===== src/rtl/uart_pkg.sv =====
// Shared UART parameters used by the receiver, transmitter and both FIFOs.
package uart_pkg;
    localparam int UART_DBITS     = 8;
    localparam int UART_ADDR_BITS = 4;
endpackage


===== src/rtl/uart_fifo_mem.sv =====
// Register-array storage for the UART FIFOs: synchronous write, asynchronous read.
module uart_fifo_mem
    import uart_pkg::*;
#(
    parameter int DBITS     = UART_DBITS,
    parameter int ADDR_BITS = UART_ADDR_BITS
) (
    input  logic                 clk_100MHz,
    input  logic                 wr_en,
    input  logic [ADDR_BITS-1:0] wr_addr,
    input  logic [DBITS-1:0]     wr_data,
    input  logic [ADDR_BITS-1:0] rd_addr,
    output logic [DBITS-1:0]     rd_data
);

    // Contents are deliberately not reset; the pointers define validity.
    logic [DBITS-1:0] mem [2**ADDR_BITS];

    always_ff @(posedge clk_100MHz) begin
        if (wr_en) begin
            mem[wr_addr] <= wr_data;
        end
    end

    assign rd_data = mem[rd_addr];

endmodule


===== src/rtl/uart_rx_fifo.sv =====
// Receive-side first-word-fall-through FIFO with occupancy, full/empty and sticky overflow.
module uart_rx_fifo
    import uart_pkg::*;
#(
    parameter int DBITS     = UART_DBITS,
    parameter int ADDR_BITS = UART_ADDR_BITS
) (
    input  logic                 clk_100MHz,
    input  logic                 reset,
    input  logic                 wr_en,
    input  logic [DBITS-1:0]     wr_data,
    input  logic                 rd_en,
    input  logic                 clr_overflow,
    output logic [DBITS-1:0]     rd_data,
    output logic                 empty,
    output logic                 full,
    output logic [ADDR_BITS:0]   count,
    output logic                 overflow
);

    logic [ADDR_BITS:0] wr_ptr;
    logic [ADDR_BITS:0] rd_ptr;
    logic               push;
    logic               pop;
    logic               drop;

    assign empty = (wr_ptr == rd_ptr);
    assign full  = (wr_ptr[ADDR_BITS] != rd_ptr[ADDR_BITS]) &&
                   (wr_ptr[ADDR_BITS-1:0] == rd_ptr[ADDR_BITS-1:0]);
    assign count = wr_ptr - rd_ptr;

    // A push while full is still legal if the same cycle frees a slot.
    assign push = wr_en && (!full || rd_en);
    assign pop  = rd_en && !empty;
    assign drop = wr_en && full && !rd_en;

    always_ff @(posedge clk_100MHz or posedge reset) begin
        if (reset) begin
            wr_ptr   <= '0;
            rd_ptr   <= '0;
            overflow <= 1'b0;
        end else begin
            if (push) begin
                wr_ptr <= wr_ptr + (ADDR_BITS+1)'(1);
            end
            if (pop) begin
                rd_ptr <= rd_ptr + (ADDR_BITS+1)'(1);
            end
            if (drop) begin
                overflow <= 1'b1;
            end else if (clr_overflow) begin
                overflow <= 1'b0;
            end
        end
    end

    uart_fifo_mem #(
        .DBITS     (DBITS),
        .ADDR_BITS (ADDR_BITS)
    ) u_mem (
        .clk_100MHz (clk_100MHz),
        .wr_en      (push),
        .wr_addr    (wr_ptr[ADDR_BITS-1:0]),
        .wr_data    (wr_data),
        .rd_addr    (rd_ptr[ADDR_BITS-1:0]),
        .rd_data    (rd_data)
    );

endmodule


===== config.mk =====
export PLATFORM = sky130hd
export DESIGN_NAME = uart_rx_fifo
export DESIGN_NICKNAME = d
export VERILOG_FILES = /design/src/rtl/uart_pkg.sv /design/src/rtl/uart_fifo_mem.sv /design/src/rtl/uart_rx_fifo.sv
export SDC_FILE = /design/constraint.sdc
export NUM_CORES = 1
export LEC_CHECK = 0
export ABC_AREA = 1
export BUFFER_PORTS_ARGS = -buffer_cell sky130_fd_sc_hd__buf_2
export CORE_MARGIN = 8
export CORE_UTILIZATION = 30
export DETAILED_ROUTE_END_ITERATION = 6
export PLACE_DENSITY = 0.45
export SYNTH_ARGS = -nofsm -noshare
export SYNTH_HDL_FRONTEND = slang
export SYNTH_SLANG_ARGS = --single-unit

===== constraint.sdc =====
create_clock -name clk_100MHz -period 2.8 [get_ports clk_100MHz]
set_clock_uncertainty 0.1 [all_clocks]
set_input_delay 0.56 -clock clk_100MHz [delete_from_list [all_inputs] [get_ports clk_100MHz]]
set_output_delay 0.56 -clock clk_100MHz [all_outputs]
set_load 0.1 [all_outputs]

==> results_dict.tcl, run 1 <==
set metrics [dict create \
    status "completed" \
    dp_hpwl_mm 11.0 \
    ios 29 \
    viasPerCell 4.53 \
    numCtsBuffers 17 \
    grt_pass1_vias 4538 \
    rows 53 \
    detail_route.wl_per_cell_um 16.6 \
    start_util_pct 30.7 \
    port_buffers 28 \
    dr.pass1.iters 4 \
    cp-end-kind "primary output" \
    grt_pass1_wl_mm 26.2 \
    cp-start-kind "flop" \
    num_vias 4570 \
    drt_first_iter_violations 287 \
    routed_wl_mm 16.7 \
    route.detailed.drc 0 \
    cp.arrival_ns 2.09 \
    rsz0062_at_grt "yes" \
    cp.required_ns 2.14 \
    path_class "reg -> out" \
    fmax_ghz 0.363 \
    grt_overflow_total 0 \
    worstHoldPathType "in -> async" \
    yosysSeqAreaShare_pct 63.7 \
    cts.sink_count 139 \
    avgSynthCellArea_sq_um 9.51 \
    holdWs_ns 0.0551 \
    cts_root_buffer "clkbuf_16" \
    ys_ff_latch 139 \
    drv_cap 0 \
    num_antenna_cells 0 \
    antenna_found_initial 0 \
    pre_cts_ws_ns 0.244 \
    fin_nets 745 \
    grtUsageTotal_pct 13.1 \
    syn_inst 680 \
    grt_max_degree 55 \
    syn-cell-area_sq_um 6470 \
    place_area_sq_um 7140 \
    slew_headroom_pct 43.9 \
    core_sq_um 21100 \
    yosysUniqueCellTypes 21 \
    cts_tree "done" \
    crit_fanout 3 \
    stdcell_area_sq_um 7720 \
    syn_to_final_growth_pct 19.4 \
    clk_pin_slew_ns 0.06 \
    die_w_um 163 \
    slew_viol_final 0 \
    die-area_sq_um 26500 \
    die_h_um 163 \
    ys_warn_count 0 \
    worst_slack_ns 0.0485 \
    synth.net_count 703 \
    cts_hold_buf 0 \
    drive_above_1_share_pct 12.3 \
    max_slew.worst_pin.slew_ns 0.838 \
    clock_path_buffers 2 \
    clock_latency_ns 0.41 \
    setup_viol_count_final 0 \
    h-tree-depth 4 \
    period_share_pct 98.3 \
    hold_violations 0 \
    place.gp.congestion 0.785 \
    drtAntennaViolNets 0 \
    min_period_ns 2.75 \
]
-- cell families after synthesis --
family / Yosys count / synth area share, %
xor gates and xnor gates: 11 / 1.49
buffers and inverters: 164 / 10.0
and+or+nand+nor: 348 / 22.2
AOI/OAI and AO/OA: 8 / 0.619
adders and majority gates: 10 / 2.05
DFF: 139 / 63.7
-- final timing paths --
kind | slack (ns) | to | cells past startpoint | startpoint
min in group clk_100MHz | 0.22 | overflow | 2 | clr_overflow
max reg2reg | 0.26 | u_mem.mem[6][2] | 7 | rd_ptr[1]
min reg2reg | 0.42 | wr_ptr[0] | 2 | wr_ptr[0]
max in group asynchronous | 2.19 | wr_ptr[0] | 2 | reset
max | 0.05 | count[4] | 8 | wr_ptr[0]
min | 0.06 | overflow | 2 | reset
-- Yosys cell counts (all sizes together) --
cell    instances  area, sq um
nand2         235          885
edfxtp        128         3840
buf            19          104
o21ai           5         25.0
fa              1         20.0
clkinv          3         11.3
inv           135          507
clkbuf          7         26.3
xnor2           2         17.5
dfrtp          11          275
a21oi           3         15.0
nor2           21         81.3
nand3          91          460
ha              9          113
xor2            9         78.8
nand3b          1         7.51
-- critical path, cell delays in order (launching register included) --
cell and delay (ns):
dfrtp_2 0.42, inv_2 0.07, ha_1 0.14, inv_1 0.06
fa_2 0.40, nand3_2 0.09, nand2_2 0.09, xor2_4 0.21
buf_12 0.19
-- layout by cell type, fill, tap and decap left out, types with 3 or more instances in the layout --
cell type	n
clkinv_2	8
buf_4	24
inv_1	133
nand3_1	89
buf_12	9
a21oi_1	3
clkinv_1	3
edfxtp_1	128
clkbuf_16	17
o21ai_0	5
nand2_1	233
nor2_1	20
dfrtp_1	9
xor2_1	6
buf_2	14
xor2_4	3
ha_1	9
-- registers in the layout (all words and copies together) (netlist names) --
name and count:
wr_ptr 5, rd_ptr 5, overflow 1, u_mem.mem 128
-- per-stage QoR --
stage / setup TNS, ns / utilization (%) / std cells
final: 0 / 36.6 / 1008
after global routing: -0.0526 / 36.6 / 1008
after CTS: -0.0457 / 36.4 / 1004
after detailed placement: 0 / 33.8 / 974
after global placement: 0 / 33.8 / 974
after floorplan: -0.0602 / - / 680
-- layer usage --
| layer | global-route usage, % | vias up | wire length [um] |
|---|---|---|---|
| li1 | - | 2216 | - |
| met3 | 2.78 | 12 | 639 |
| met4 | 4.84 | 0 | 195 |
| met2 | 19.8 | 72 | 7730 |
| met5 | 0 | - | 0 |
| met1 | 18.1 | 2270 | 8120 |
-- area by class of cell --
type	instances	area (sq um)
clock buffers	19	433
clock inverters	11	81.3
fillers	2149	13400
inverters	138	522
multi-input cells	377	1770
flip-flops and latches	139	4120
well taps	275	344
repair buffers	49	453
-- what timing repair did --
action / in CTS / in global routing
setup buffers: 0 / 4
resized for setup: 10 / 6
endpoints found under the setup margin: 9 / 9
pin swaps: 0 / 3
Power of run 1 is not shown: default switching activity piles up to over one toggle a cycle in this logic, so the estimate is an artifact.
==> inputs of run 2 (changes only) <==
- CELL_PAD_IN_SITES_DETAIL_PLACEMENT: unset -> 1
- CELL_PAD_IN_SITES_GLOBAL_PLACEMENT: unset -> 1
- PLACE_DENSITY: 0.45 -> 0.54
==> results_dict.tcl, run 2 (synthesized netlist as in run 1, its figures left out) <==
set metrics [dict create \
    grt_pass1_vias 4840 \
    largest_reg_flops 128 \
    place.gp.congestion 0.777 \
    drive_above_1_share_pct 13.2 \
    nFillCells 2362 \
    route.detailed.drc 0 \
    drt_first_iter_violations 217 \
    start_util_pct 30.7 \
    dp_hpwl_mm 11.3 \
    rsz0062_at_grt "yes" \
    setup_viol_count_final 0 \
    routed_wl_mm 18.1 \
    slew_headroom_pct 23.6 \
    syn_to_final_growth_pct 22.0 \
    die-area_sq_um 26500 \
    crit_fanout 5 \
    setup_tns_ns 0 \
    fmax_ghz 0.368 \
    cts_root_buffer "clkbuf_16" \
    core_sq_um 21100 \
    h-tree-depth 4 \
    final_common_cell "nand2_1" \
    ios 29 \
    rrSetupSlack_ns 0.21 \
    hold_violations 0 \
    grtUsageTotal_pct 14.1 \
    num_antenna_cells 0 \
    utilization_pct 37.4 \
    period_share_pct 97.0 \
    cp.arrival_ns 2.06 \
    holdWs_ns 0.0548 \
    cp-start-kind "flop" \
    cts.sink_count 139 \
    pre_cts_ws_ns 0.258 \
    regMostFlops "u_mem.mem" \
    multi_input_area_sq_um 1770 \
    drv_cap 0 \
    clock_latency_ns 0.42 \
    largestRegisters "u_mem.mem: 128 flops, rd_ptr: 5 flops, wr_ptr: 5 flops" \
    register_area_sq_um 4120 \
    detail_route.wl_per_cell_um 17.9 \
    worst_slack_ns 0.0842 \
    drtAntennaViolNets 0 \
    rows 53 \
    die_h_um 163 \
    clk_pin_slew_ns 0.06 \
    die_w_um 163 \
    port_buffers 28 \
    slew_viol_final 0 \
    status "completed" \
    cts_hold_buf 0 \
    fin_nets 745 \
    antenna_found_initial 0 \
    numCtsBuffers 17 \
    grt_pass1_wl_mm 27.8 \
    layout_common_cells "232 x nand2_1, 133 x inv_1, 128 x edfxtp_1, 89 x nand3_1" \
    min_period_ns 2.72 \
    num_vias 4560 \
    max_slew.worst_pin.slew_ns 1.14 \
    cp.required_ns 2.14 \
    worstHoldPathType "in -> async" \
    dr.pass1.iters 4 \
    clock_path_buffers 2 \
    path_class "reg -> out" \
    grt_overflow_total 0 \
    cp-end-kind "primary output" \
    cts_tree "done" \
    grt_max_degree 67 \
    viasPerCell 4.51 \
]
==> run 2: worst paths after layout <==
| kind | startpoint | end | cells after the start |
|---|---|---|---|
| max | wr_ptr[0] | count[4] | 8 |
| min | reset | wr_ptr[4] | 2 |
| max reg2reg | rd_ptr[1] | u_mem.mem[1][2] | 7 |
| min reg2reg | overflow | overflow | 2 |
| max in group asynchronous | reset | rd_ptr[0] | 2 |
| min in group clk_100MHz | clr_overflow | overflow | 2 |
==> run 2: cell type report <==
type / count / area share [%]
sequential: 139 / 52.2
inverter: 138 / 6.63
clock inverter: 12 / 2.14
multi-input combinational: 377 / 22.5
timing repair buffer: 49 / 6.28
clock buffer: 20 / 5.91
tap: 275 / 4.36
==> run 2: per-layer routing <==
layer / GRT usage, % / vias to the layer above / share of wire [%]
li1: - / 2216 / -
met3: 3.67 / 13 / 4.3
met2: 22.2 / 73 / 48
met4: 5.42 / 0 / 1.2
met5: 0 / - / 0
met1: 18.1 / 2258 / 46
==> run 2: timing repair <==
| item | in CTS | in global routing |
|---|---|---|
| endpoints found under the setup margin | 8 | 7 |
| pin swaps | 0 | 1 |
| gates cloned | 0 | 2 |
| buffers inserted | 0 | 2 |
| gates resized for setup | 11 | 10 |
==> run 2: stage by stage <==
step | cells | instance area [sq um]
2_1_floorplan | 680 | 6530
3_3_place_gp | 974 | 7140
3_5_place_dp | 974 | 7140
4_1_cts | 1006 | 7800
5_1_grt | 1010 | 7890
6_report | 1010 | 7890
==> run 2: critical path, stage by stage, from the launching register on <==
cell	delay, ns
dfrtp_2	0.43
inv_2	0.09
ha_1	0.15
inv_1	0.07
fa_2	0.35
nand3_2	0.08
nand2_2	0.09
xor2_4	0.17
buf_12	0.19
Power of run 2 is left out for the same reason.
